==> src/rtl/fetch_queue.sv <==
// Fetch stage with a DEPTH-deep prefetch queue of {pc, instr, exc} entries.
// Fetches sequentially, halts on a fetch fault, and flushes and reloads on a redirect.
module fetch_queue_entry #(
  parameter int W = 69
) (
  input  logic         clk,
  input  logic         reset,
  input  logic         we,
  input  logic [W-1:0] d,
  output logic [W-1:0] q
);
  always_ff @(posedge clk or negedge reset) begin
    if (!reset)  q <= '0;
    else if (we) q <= d;
  end
endmodule

module fetch_queue #(
  parameter int          DEPTH    = 4,
  parameter logic [31:0] RESET_PC = 32'h3000,
  parameter logic [31:0] EXC_VEC  = 32'h4180,
  parameter logic [31:0] IM_LO    = 32'h3000,
  parameter logic [31:0] IM_HI    = 32'h4ffc,
  localparam int         AW       = $clog2(DEPTH),
  localparam int         CW       = AW + 1
) (
  input  logic          clk,
  input  logic          reset,
  output logic [31:0]   im_addr,
  input  logic [31:0]   im_rdata,
  input  logic          eret,
  input  logic [31:0]   epc,
  input  logic          int_req,
  input  logic          br_redir,
  input  logic [31:0]   br_target,
  output logic          out_valid,
  input  logic          out_ready,
  output logic [31:0]   out_pc,
  output logic [31:0]   out_instr,
  output logic [4:0]    out_exc,
  output logic [CW-1:0] count
);
  typedef struct packed {
    logic [31:0] pc;
    logic [31:0] instr;
    logic [4:0]  exc;
  } entry_t;
  localparam int EW = $bits(entry_t);

  logic [31:0]   pc;
  logic [AW-1:0] wr_ptr, rd_ptr;
  logic          halt;
  logic          redir, exc, push, pop;
  logic [31:0]   target;
  entry_t        wr_ent, head;
  logic [DEPTH-1:0][EW-1:0] ent_q;

  assign im_addr = pc;
  assign redir   = eret | int_req | br_redir;
  assign target  = eret ? epc : (int_req ? EXC_VEC : br_target);
  assign exc     = (pc[1:0] != 2'b00) || (pc < IM_LO) || (pc > IM_HI);

  // Redirect wins over both queue ports; full blocks push even if a pop frees a slot.
  assign push = !redir && (count < CW'(DEPTH)) && !halt;
  assign pop  = !redir && out_valid && out_ready;

  assign wr_ent = '{pc: pc, instr: exc ? 32'd0 : im_rdata, exc: exc ? 5'd4 : 5'd0};

  genvar i;
  generate
    for (i = 0; i < DEPTH; i++) begin : g_ent
      fetch_queue_entry #(.W(EW)) u_ent (
        .clk   (clk),
        .reset (reset),
        .we    (push && (wr_ptr == AW'(i))),
        .d     (wr_ent),
        .q     (ent_q[i])
      );
    end
  endgenerate

  assign head      = ent_q[rd_ptr];
  assign out_valid = (count != '0);
  assign out_pc    = out_valid ? head.pc    : 32'd0;
  assign out_instr = out_valid ? head.instr : 32'd0;
  assign out_exc   = out_valid ? head.exc   : 5'd0;

  always_ff @(posedge clk or negedge reset) begin
    if (!reset) begin
      pc     <= RESET_PC;
      wr_ptr <= '0;
      rd_ptr <= '0;
      count  <= '0;
      halt   <= 1'b0;
    end else if (redir) begin
      pc     <= target;
      wr_ptr <= '0;
      rd_ptr <= '0;
      count  <= '0;
      halt   <= 1'b0;
    end else begin
      if (push) begin
        wr_ptr <= wr_ptr + AW'(1);
        pc     <= pc + 32'd4;
        if (exc) halt <= 1'b1;
      end
      if (pop) rd_ptr <= rd_ptr + AW'(1);
      count <= count + CW'(push) - CW'(pop);
    end
  end
endmodule

==> config.mk <==
export PLATFORM = sky130hd
export DESIGN_NAME = fetch_queue
export DESIGN_NICKNAME = d
export VERILOG_FILES = /design/src/rtl/fetch_queue.sv
export SDC_FILE = /design/constraint.sdc
export NUM_CORES = 1
export LEC_CHECK = 0
export ABC_AREA = 1
export CELL_PAD_IN_SITES_DETAIL_PLACEMENT = 1
export CELL_PAD_IN_SITES_GLOBAL_PLACEMENT = 1
export CORE_ASPECT_RATIO = 0.75
export CORE_MARGIN = 8
export CORE_UTILIZATION = 37
export DETAILED_ROUTE_END_ITERATION = 8
export GPL_TIMING_DRIVEN = 0
export PLACE_DENSITY_LB_ADDON = 0.3
export REMOVE_ABC_BUFFERS = 1
export SLEW_MARGIN = 20
export SYNTH_ARGS = -nofsm -noshare
export SYNTH_HDL_FRONTEND = slang
export SYNTH_SLANG_ARGS = --single-unit
==> constraint.sdc <==
create_clock -name clk -period 2.4 [get_ports clk]
set_clock_uncertainty 0.15 [all_clocks]
set_input_delay 0.48 -clock clk [delete_from_list [all_inputs] [get_ports clk]]
set_output_delay 0.48 -clock clk [all_outputs]
set_load 0.01 [all_outputs]
# Word level (Yosys, flattened, before mapping)
# Index checks and enable logic that the tools add are counted.
# totals
out_inout_bits	105
wordCells	61
ff_bits	316
input_bits	102
# classes
n_bitwise	2
eq_ne	3
n_addsub	5
mux	19
n_lt_le_gt_ge	4
n_reduce_logical	19
# op_table
cell	n
32-bit two-way mux	7
69-bit binary-select mux with 2-bit select	1
69-bit two-way mux	1
32-bit by 3-bit adder with 32-bit output (second input constant)	1
32-bit by 15-bit greater-than comparator with 1-bit output (second input constant)	1
32-bit by 14-bit < comparator with 1-bit output (second input constant)	1
1-bit logical AND	8
2-bit two-way mux	4
2-bit nonzero test	4
3-bit two-way mux	2
5-bit two-way mux	1
2-bit by 1-bit adder with 2-bit output (second input constant)	2
2-bit equality test (second input constant)	2
3-bit by 1-bit adder with 3-bit output	1
2-bit by 3-bit < comparator with 1-bit output (second input constant)	1
3-bit < comparator (second input constant)	1
1-bit two-way mux	3
3-bit nonzero test	1
3-bit by 1-bit subtractor with 3-bit output	1
2-bit by 1-bit equality test with 1-bit output (second input constant)	1
1-bit zero test	2
2-bit zero test	1
1-bit logical OR	2
1-bit OR	2
2-bit AND reduction	1

# Logic depth before layout (Yosys ltp)
# Gate-level depths: netlist of run 1.
# depth
word_depth	8
mapped_depth	12
mapped_depth_nobuf	12

# Hierarchy
# Synthesis of run 1 repeated with hierarchy kept, for this count alone.
# unflattened
hier_cells	2320
area_unflattened_um2	16619.7
# by_module_without_submodules
module	cells_each	seq_area_each_um2	n_inst	area_each_um2
fetch_queue_entry	292	1726.7	4	2608.8
fetch_queue	1152	1003.5	1	6184.7

# Least setup slack after synthesis of run 1
# OpenSTA, ideal clock, no wires.
# synth_path
path_kind	input -> register
start	in int_req
end	reg count[2]
required_time_ns	2.164
setup_ns	0.086
arrival_ns	2.223
cell_stages	11
path_buffers	0
path_slack_ns	-0.059
path_cell_list	nor2_4 > nand2_2 > nor2_8 > clkinv_1 > ha_1 > inv_1 > ha_1 > inv_1 > fa_1 > and3_1 > nor3_1
# synth_between
elab_chain_len	8
elab_cells_between_ends	10
cone_classes	add/sub: 2; mux: 1; bitwise: 2; reduce/logical: 5
# synth_rtl
element	line_no	rtl
from (decl)	33	input logic int_req,
1-bit OR * (2 in a row)	59	assign redir = eret | int_req | br_redir;
1-bit zero test	64, 65	
1-bit logical AND (2 in a row)	64	assign push = !redir && (count < CW'(DEPTH)) && !halt;
3-bit by 1-bit adder with 3-bit output	108	count <= count + CW'(push) - CW'(pop);
3-bit by 1-bit subtractor with 3-bit output	108	
3-bit two-way mux *	95	end else if (redir) begin
to (signal assigned)	108	
to (decl)	41	output logic [CW-1:0] count
# Mark *: on every way between the ends. The rest lies on a longest branch, timed or not.
# A chain may end at the register's enable or synchronous reset.

# Worst setup path after layout of run 1
# layout_path
start	reg rd_ptr[1]
end	out out_pc[2]
# layout_between
elab_chain_len	3
# layout_rtl
element	line_no	rtl
from (decl)	51	logic [AW-1:0] wr_ptr, rd_ptr;
from (signal assigned)	107	if (pop) rd_ptr <= rd_ptr + AW'(1);
69-bit binary-select mux with 2-bit select	82	assign head = ent_q[rd_ptr];
69-bit two-way mux (not written as such)	82	
32-bit two-way mux	84	assign out_pc = out_valid ? head.pc : 32'd0;
to (decl)	38	output logic [31:0] out_pc,
# Every way passes these cells. The select of a mux whose other input is x is not followed.

==> results of run 1 <==
[state kept, by name, indices dropped and copies added (netlist names)]
| signal | count |
|---|---|
| count | 3 |
| halt | 1 |
| rd_ptr | 2 |
| g_ent.u_ent.q | 260 |
| wr_ptr | 2 |
| im_addr | 32 |
[cells by family after synthesis]
group / count (synthesis) / synth area share [%]
buf+inv: 220 / 7.238
other cells: 1 / 0.02474
simple gates: 885 / 24.17
flops: 300 / 49.54
compound gates: 532 / 18.03
xor+xnor: 5 / 0.2889
fa+ha+maj: 8 / 0.7098
[worst max path at each step]
stage / from / end / cells after the start
after detailed placement: eret / count[2]$_DFF_PN0_ / 13
after floorplan: rd_ptr[0]$_DFFE_PN0P_ / out_instr[30] / 3
after global routing: rd_ptr[0]$_DFFE_PN0P_ / out_pc[31] / 8
after global placement: reset / g_ent[3].u_ent.q[38]$_DFFE_PN0P_ / 1
final: rd_ptr[1]$_DFFE_PN0P_ / out_pc[2] / 7
after CTS: rd_ptr[0]$_DFFE_PN0P_ / out_pc[21] / 7
[area by class of cell]
class,instances,area (um^2)
Timing Repair Buffer,313,3857
Clock buffer,52,1021
Tap cell,528,660.6
Timing Repair inverter,8,126.4
Clock inverter,9,85.08
Inverter,59,285.3
Fill cell,4706,19670
Multi-Input combinational cell,1440,7371
Sequential cell,300,7520
[synthesized netlist by cell type (all sizes together)]
| library cell | count | area (um^2) |
|---|---|---|
| nand2 | 484 | 2027 |
| o21ai | 414 | 2102 |
| nor2 | 356 | 1384 |
| dfrtp | 298 | 7457 |
| buf | 105 | 663.1 |
| a21oi | 102 | 510.5 |
| inv | 58 | 220.2 |
| clkbuf | 56 | 210.2 |
| nand3 | 34 | 180.2 |
| ha | 7 | 87.58 |
| o211ai | 6 | 45.04 |
| nor3 | 5 | 35.03 |
| xor2 | 5 | 43.79 |
| nand4 | 4 | 25.02 |
| a22oi | 3 | 22.52 |
| dfstp | 2 | 52.55 |
| o2bb2ai | 2 | 17.52 |
| a211oi | 1 | 7.510 |
| a221oi | 1 | 8.760 |
| a31oi | 1 | 6.260 |
| and3 | 1 | 6.260 |
| clkinv | 1 | 3.750 |
| conb | 1 | 3.750 |
| fa | 1 | 20.02 |
| o21bai | 1 | 7.510 |
| o22ai | 1 | 6.260 |
| or2 | 1 | 6.260 |
[power by group through the flow]
stage | sequential, W | combinational, W | clock, W
floorplan | 0.00562 | 0.000571 | 0
global placement | 0.00567 | 0.00121 | 0
detailed placement | 0.00567 | 0.00129 | 0
CTS | 0.00560 | 0.00140 | 0.00534
global route | 0.00565 | 0.00162 | 0.00556
finish | 0.00562 | 0.00147 | 0.00529
[routing by layer]
layer  share of wire (%)  global-route usage, %  vias up
li1                    -                      -     6790
met1                  45                  37.79     7693
met2                  45                  42.95      498
met3                 7.0                  5.583      107
met4                 2.5                  8.114        0
met5                   0                      0        -
[critical path, cell delays in order, from the launching register on]
cell and delay, ns:
dfrtp_4 0.47, buf_16 0.16, inv_16 0.08, buf_16 0.18, nor2_1 0.11, o21ai_0 0.09, a21oi_1 0.24, buf_2 0.19
[stage by stage]
step                      hold slack (ns)  std cells  area, um^2
after global routing               0.2186       2709       20930
final                              0.2124       2709       20930
after detailed placement           0.2790       2541       17530
after global placement             0.3094       2523       16980
after floorplan                   0.03441       1793       14300
after CTS                          0.1880       2691       20300
[repair_timing]
action | in CTS | in global routing
cloned | 38 | 10
resized for setup | 533 | 141
hold buffers | 1 | 0
hold endpoints to repair | 46 | 0
setup buffers | 50 | 12
pin swaps | 71 | 51
setup endpoints to repair | 368 | 177
==> qor.yml, run 1 <==
status: "complete, but fails checks"
violations: "setup timing"
ys_seq_elements: 300
grt_setup_unrepaired: "true"
regToRegSetupSlack_ns: -0.21
clkSlewWorstSetupHoldPaths_ns: 0.06
cp_data_required_time_ns: 1.77
grt_max_degree: 94
layout_commonest_cell: "nand2_1"
ant_nets: 0
syn-cell-area_mm2: 0.01516
hold_depth: 3
swShare_pct: 27.34
max_freq_mhz: 369.6
die_h_um: 191.3
area_delta_synth_final_pct: 38.04
grt_pass1_vias: 15600
drive_gt1_share_pct: 21.18
num_rows: 64
r2r_end: "count[2]$_DFF_PN0_"
most-common-layout-cells: "nand2_1 (452), dfrtp_1 (294), nor2_1 (284)"
die_w_um: 249.7
gp_congestion: 0.8251
syn_inst: 1951
r2r_start: "count[2]$_DFF_PN0_"
grt-ovfl-total: 0
leakagePower_nw: 9.171
clk_latency_ns: 0.53
htreeDepth: 2
grt_use_total_pct: 27.29
power_w: 0.01238
io_buffers: 202
min_path_type: "in2reg"
pre_cts_ws_ns: -2.670
ir_worst_vdd_v: 0.0004923
yosysUniqueCellTypes: 42
pwr-share-seq_pct: 45.4
final_max_slew_viol_count: 0
power_density_mw_per_mm2: 591.6
intPower_w: 0.008995
first_iter_violations: 1251
arrival_ns: 2.08
via_per_inst: 5.570
finalCritPeriodShare_pct: 112.7
post_synth.cell_area_avg_um2: 7.770
wire_per_inst_um: 25.40
die_area_mm2: 0.04777
fin_tns_setup_ns: -15.28
maxCapViolCount: 0
wl_um: 68820
power_frac_clock_pct: 42.7
holdPathEnd: "im_addr[2]$_DFFE_PN0P_"
drc_errors: 0
pwr-share-comb_pct: 11.9
antennaDiodeCount: 0
worst-path-max-fanout: 16
start_util_pct: 37.34
power_switching_w: 0.003384
slew_headroom_pct: 50.57
min_from: "eret"
firstDrtPassIters: 5
final_util_pct: 51.54
dr_total_vias: 15090
synth_warnings: 0
end_kind: "output port"
cts_max_path_buffers: 3
hold_viol: 0
fp.coreArea_mm2: 0.04060
grt_pass1_wl_um: 99370
antenna_found_initial: 2
cts_root_buf: "clkbuf_16"
synth_seq_area_share_pct: 49.54
fin_nets: 2267
start_kind: "flip-flop"
period_needed_ns: 2.706
cts_tree: "done"
path_class: "reg2out"
dp_hpwl_um: 33470
io_pins: 207
cts_buffers: 35
tightest_slew_ns: 0.7397
reg2reg_depth: 14
fin_ws_ns: -0.3057
setup_viol_count_final: 70
cts.sinks: 300
(Power assumes the default switching activity.)
==> run 2, diff against run 1 <==
Settings changed: CTS_CLUSTER_DIAMETER from default to 60.
==> qor.yml, run 2 (same netlist as run 1, synthesis figures left out) <==
start_util_pct: 37.34  # unchanged
clkSlewWorstSetupHoldPaths_ns: 0.07  # was 0.06 ns
die_h_um: 191.3  # unchanged
end_kind: "flip-flop"  # was output port
wire_per_inst_um: 24.95  # was 25.40 um
leakagePower_nw: 9.058  # was 9.171 nW
antenna_found_initial: 1  # was 2
cts_buffers: 35  # unchanged
final_util_pct: 51.38  # was 51.54%
io_pins: 207  # unchanged
path_class: "reg2reg"  # was reg2out
nFillCells: 4712  # was 4,706
drive_gt1_share_pct: 21.70  # was 21.18%
power_density_mw_per_mm2: 591.6  # about the same
period_needed_ns: 2.715  # was 2.706 ns
fp.coreArea_mm2: 0.04060  # unchanged
power_switching_w: 0.003376  # was 0.003384 W
antennaDiodeCount: 0  # unchanged
top_register: "g_ent.u_ent.q"  # unchanged
arrival_ns: 3.01  # was 2.08 ns
dr_total_vias: 15010  # was 15,090
ant_nets: 0  # unchanged
cts_max_path_buffers: 3  # unchanged
power_w: 0.01234  # was 0.01238 W
seq_area_mm2: 0.007521  # was 0.007520 mm^2
gp_congestion: 0.8251  # unchanged
grt_pass1_vias: 15190  # was 15,600
pwr-share-seq_pct: 45.7  # was 45.4%
whs_ns: 0.2036  # was 0.2124 ns
dpl_cell_area_mm2: 0.01753  # unchanged
fin_nets: 2250  # was 2,267
die_area_mm2: 0.04777  # unchanged
die_w_um: 249.7  # unchanged
drc_errors: 0  # unchanged
dp_hpwl_um: 33470  # unchanged
cts.sinks: 300  # unchanged
firstDrtPassIters: 5  # unchanged
grt_max_degree: 107  # was 94
htreeDepth: 2  # unchanged
via_per_inst: 5.570  # about the same
tightest_slew_ns: 1.245  # was 0.7397 ns
finalCritPeriodShare_pct: 113.1  # was 112.7%
ir_worst_vdd_v: 0.0005515  # was 0.0004923 V
min_path_type: "in2reg"  # unchanged
intPower_w: 0.008964  # was 0.008995 W
io_buffers: 202  # unchanged
fin_ws_ns: -0.3147  # was -0.3057 ns
status: "complete, but fails checks"  # unchanged
largest_register_ffs: 260  # unchanged
layout_commonest_cell: "nand2_1"  # unchanged
start_kind: "flip-flop"  # unchanged
most-common-layout-cells: "nand2_1 (452), dfrtp_1 (293), nor2_1 (244)"  # was nand2_1 (452), dfrtp_1 (294), nor2_1 (284)
fin_tns_setup_ns: -16.52  # was -15.28 ns
max_freq_mhz: 368.4  # was 369.6 MHz
grt-ovfl-total: 0  # unchanged
clk_latency_ns: 0.53  # about the same
wl_um: 67220  # was 68,820 um
grt_use_total_pct: 26.04  # was 27.29%
design_area_mm2: 0.02086  # was 0.02093 mm^2
worst-path-max-fanout: 2  # was 16
setup_viol_count_final: 70  # unchanged
violations: "setup timing"  # unchanged
grt_pass1_wl_um: 95720  # was 99,370 um
first_iter_violations: 1195  # was 1,251
grt_setup_unrepaired: "true"  # unchanged
power_frac_clock_pct: 42.6  # was 42.7%
hold_viol: 0  # unchanged
cp_data_required_time_ns: 2.69  # was 1.77 ns
cts_root_buf: "clkbuf_16"  # unchanged
final_max_slew_viol_count: 0  # unchanged
swShare_pct: 27.36  # was 27.34%
area_delta_synth_final_pct: 37.60  # was 38.04%
maxCapViolCount: 0  # unchanged
cts_tree: "done"  # unchanged
slew_headroom_pct: 16.90  # was 50.57%
num_rows: 64  # unchanged
multi_input_area_mm2: 0.007483  # was 0.007371 mm^2
pwr-share-comb_pct: 11.8  # was 11.9%
[run 2: changes by cell type in the layout (fill, tap and decap cells not counted), sizes merged]
| cell | before | now |
|---|---|---|
| buf | 167 | 153 |
| inv | 66 | 60 |
| clkinv | 8 | 12 |
| clkbuf | 60 | 62 |
| bufbuf | 3 | 2 |
[run 2: worst max-delay path, cell delays in order, from the launching register on]
cell and delay [ns]:
dfrtp_2 0.42, or2_4 0.27, nor2_4 0.12, buf_8 0.13, buf_6 0.11, nor2_4 0.04
inv_2 0.06, nor2_2 0.04, ha_1 0.30, inv_1 0.06, ha_2 0.18, inv_2 0.05
fa_2 0.39, and3_4 0.19, nor3_4 0.13
[run 2: layer usage]
metal  part of all wire, %  track usage, %
met1                    45           36.70
met2                    45           41.00
met3                   7.3           4.796
met4                   2.5           6.900
met5                     0               0
[run 2: power by group through the flow]
| stage | Sequential (W) | Combinational, W | Clock (W) |
|---|---|---|---|
| after detailed placement | 0.00567 | 0.00129 | 0 |
| after global placement | 0.00567 | 0.00121 | 0 |
| final | 0.00564 | 0.00145 | 0.00525 |
| after global routing | 0.00567 | 0.00161 | 0.00552 |
| after floorplan | 0.00562 | 0.000571 | 0 |
| after CTS | 0.00560 | 0.00137 | 0.00532 |
[run 2: final cells by class]
class / count / area share [%]
Multi-Input combinational cell: 1440 / 35.88
Timing Repair inverter: 6 / 0.6958
Clock inverter: 9 / 0.4439
Clock buffer: 54 / 4.835
Timing Repair Buffer: 298 / 17.61
Sequential cell: 300 / 36.06
Tap cell: 528 / 3.167
Inverter: 59 / 1.320
[run 2: path summary, 6_finish.rpt]
path                       cells past startpoint                              from  slack [ns]                               end
setup / recovery                              14                count[2]$_DFF_PN0_       -0.31                count[2]$_DFF_PN0_
hold / removal                                 3                              eret        0.20            im_addr[2]$_DFFE_PN0P_
setup reg to reg                              14                count[2]$_DFF_PN0_       -0.31                count[2]$_DFF_PN0_
hold reg to reg                                2  g_ent[1].u_ent.q[51]$_DFFE_PN0P_        0.33  g_ent[1].u_ent.q[51]$_DFFE_PN0P_
max in group asynchronous                      3                             reset        0.89             rd_ptr[0]$_DFFE_PN0P_
min in group asynchronous                      2                             reset        0.31  g_ent[0].u_ent.q[23]$_DFFE_PN0P_
[run 2: through the flow]
step           std cells  worst slack, ns
3_5_place_dp        2541           -2.670
3_3_place_gp        2523           -12.72
6_report            2694          -0.3147
4_1_cts             2674          -0.3244
5_1_grt             2694          -0.3961
2_1_floorplan       1793           -2.277
[run 2: timing repair]
action | CTS | global route
resized for setup | 511 | 202
pin swaps | 61 | 86
hold buffers | 1 | 0
endpoints found under the setup margin | 368 | 233
cloned | 32 | 13
hold endpoints to repair | 46 | 0
buffers inserted | 38 | 10
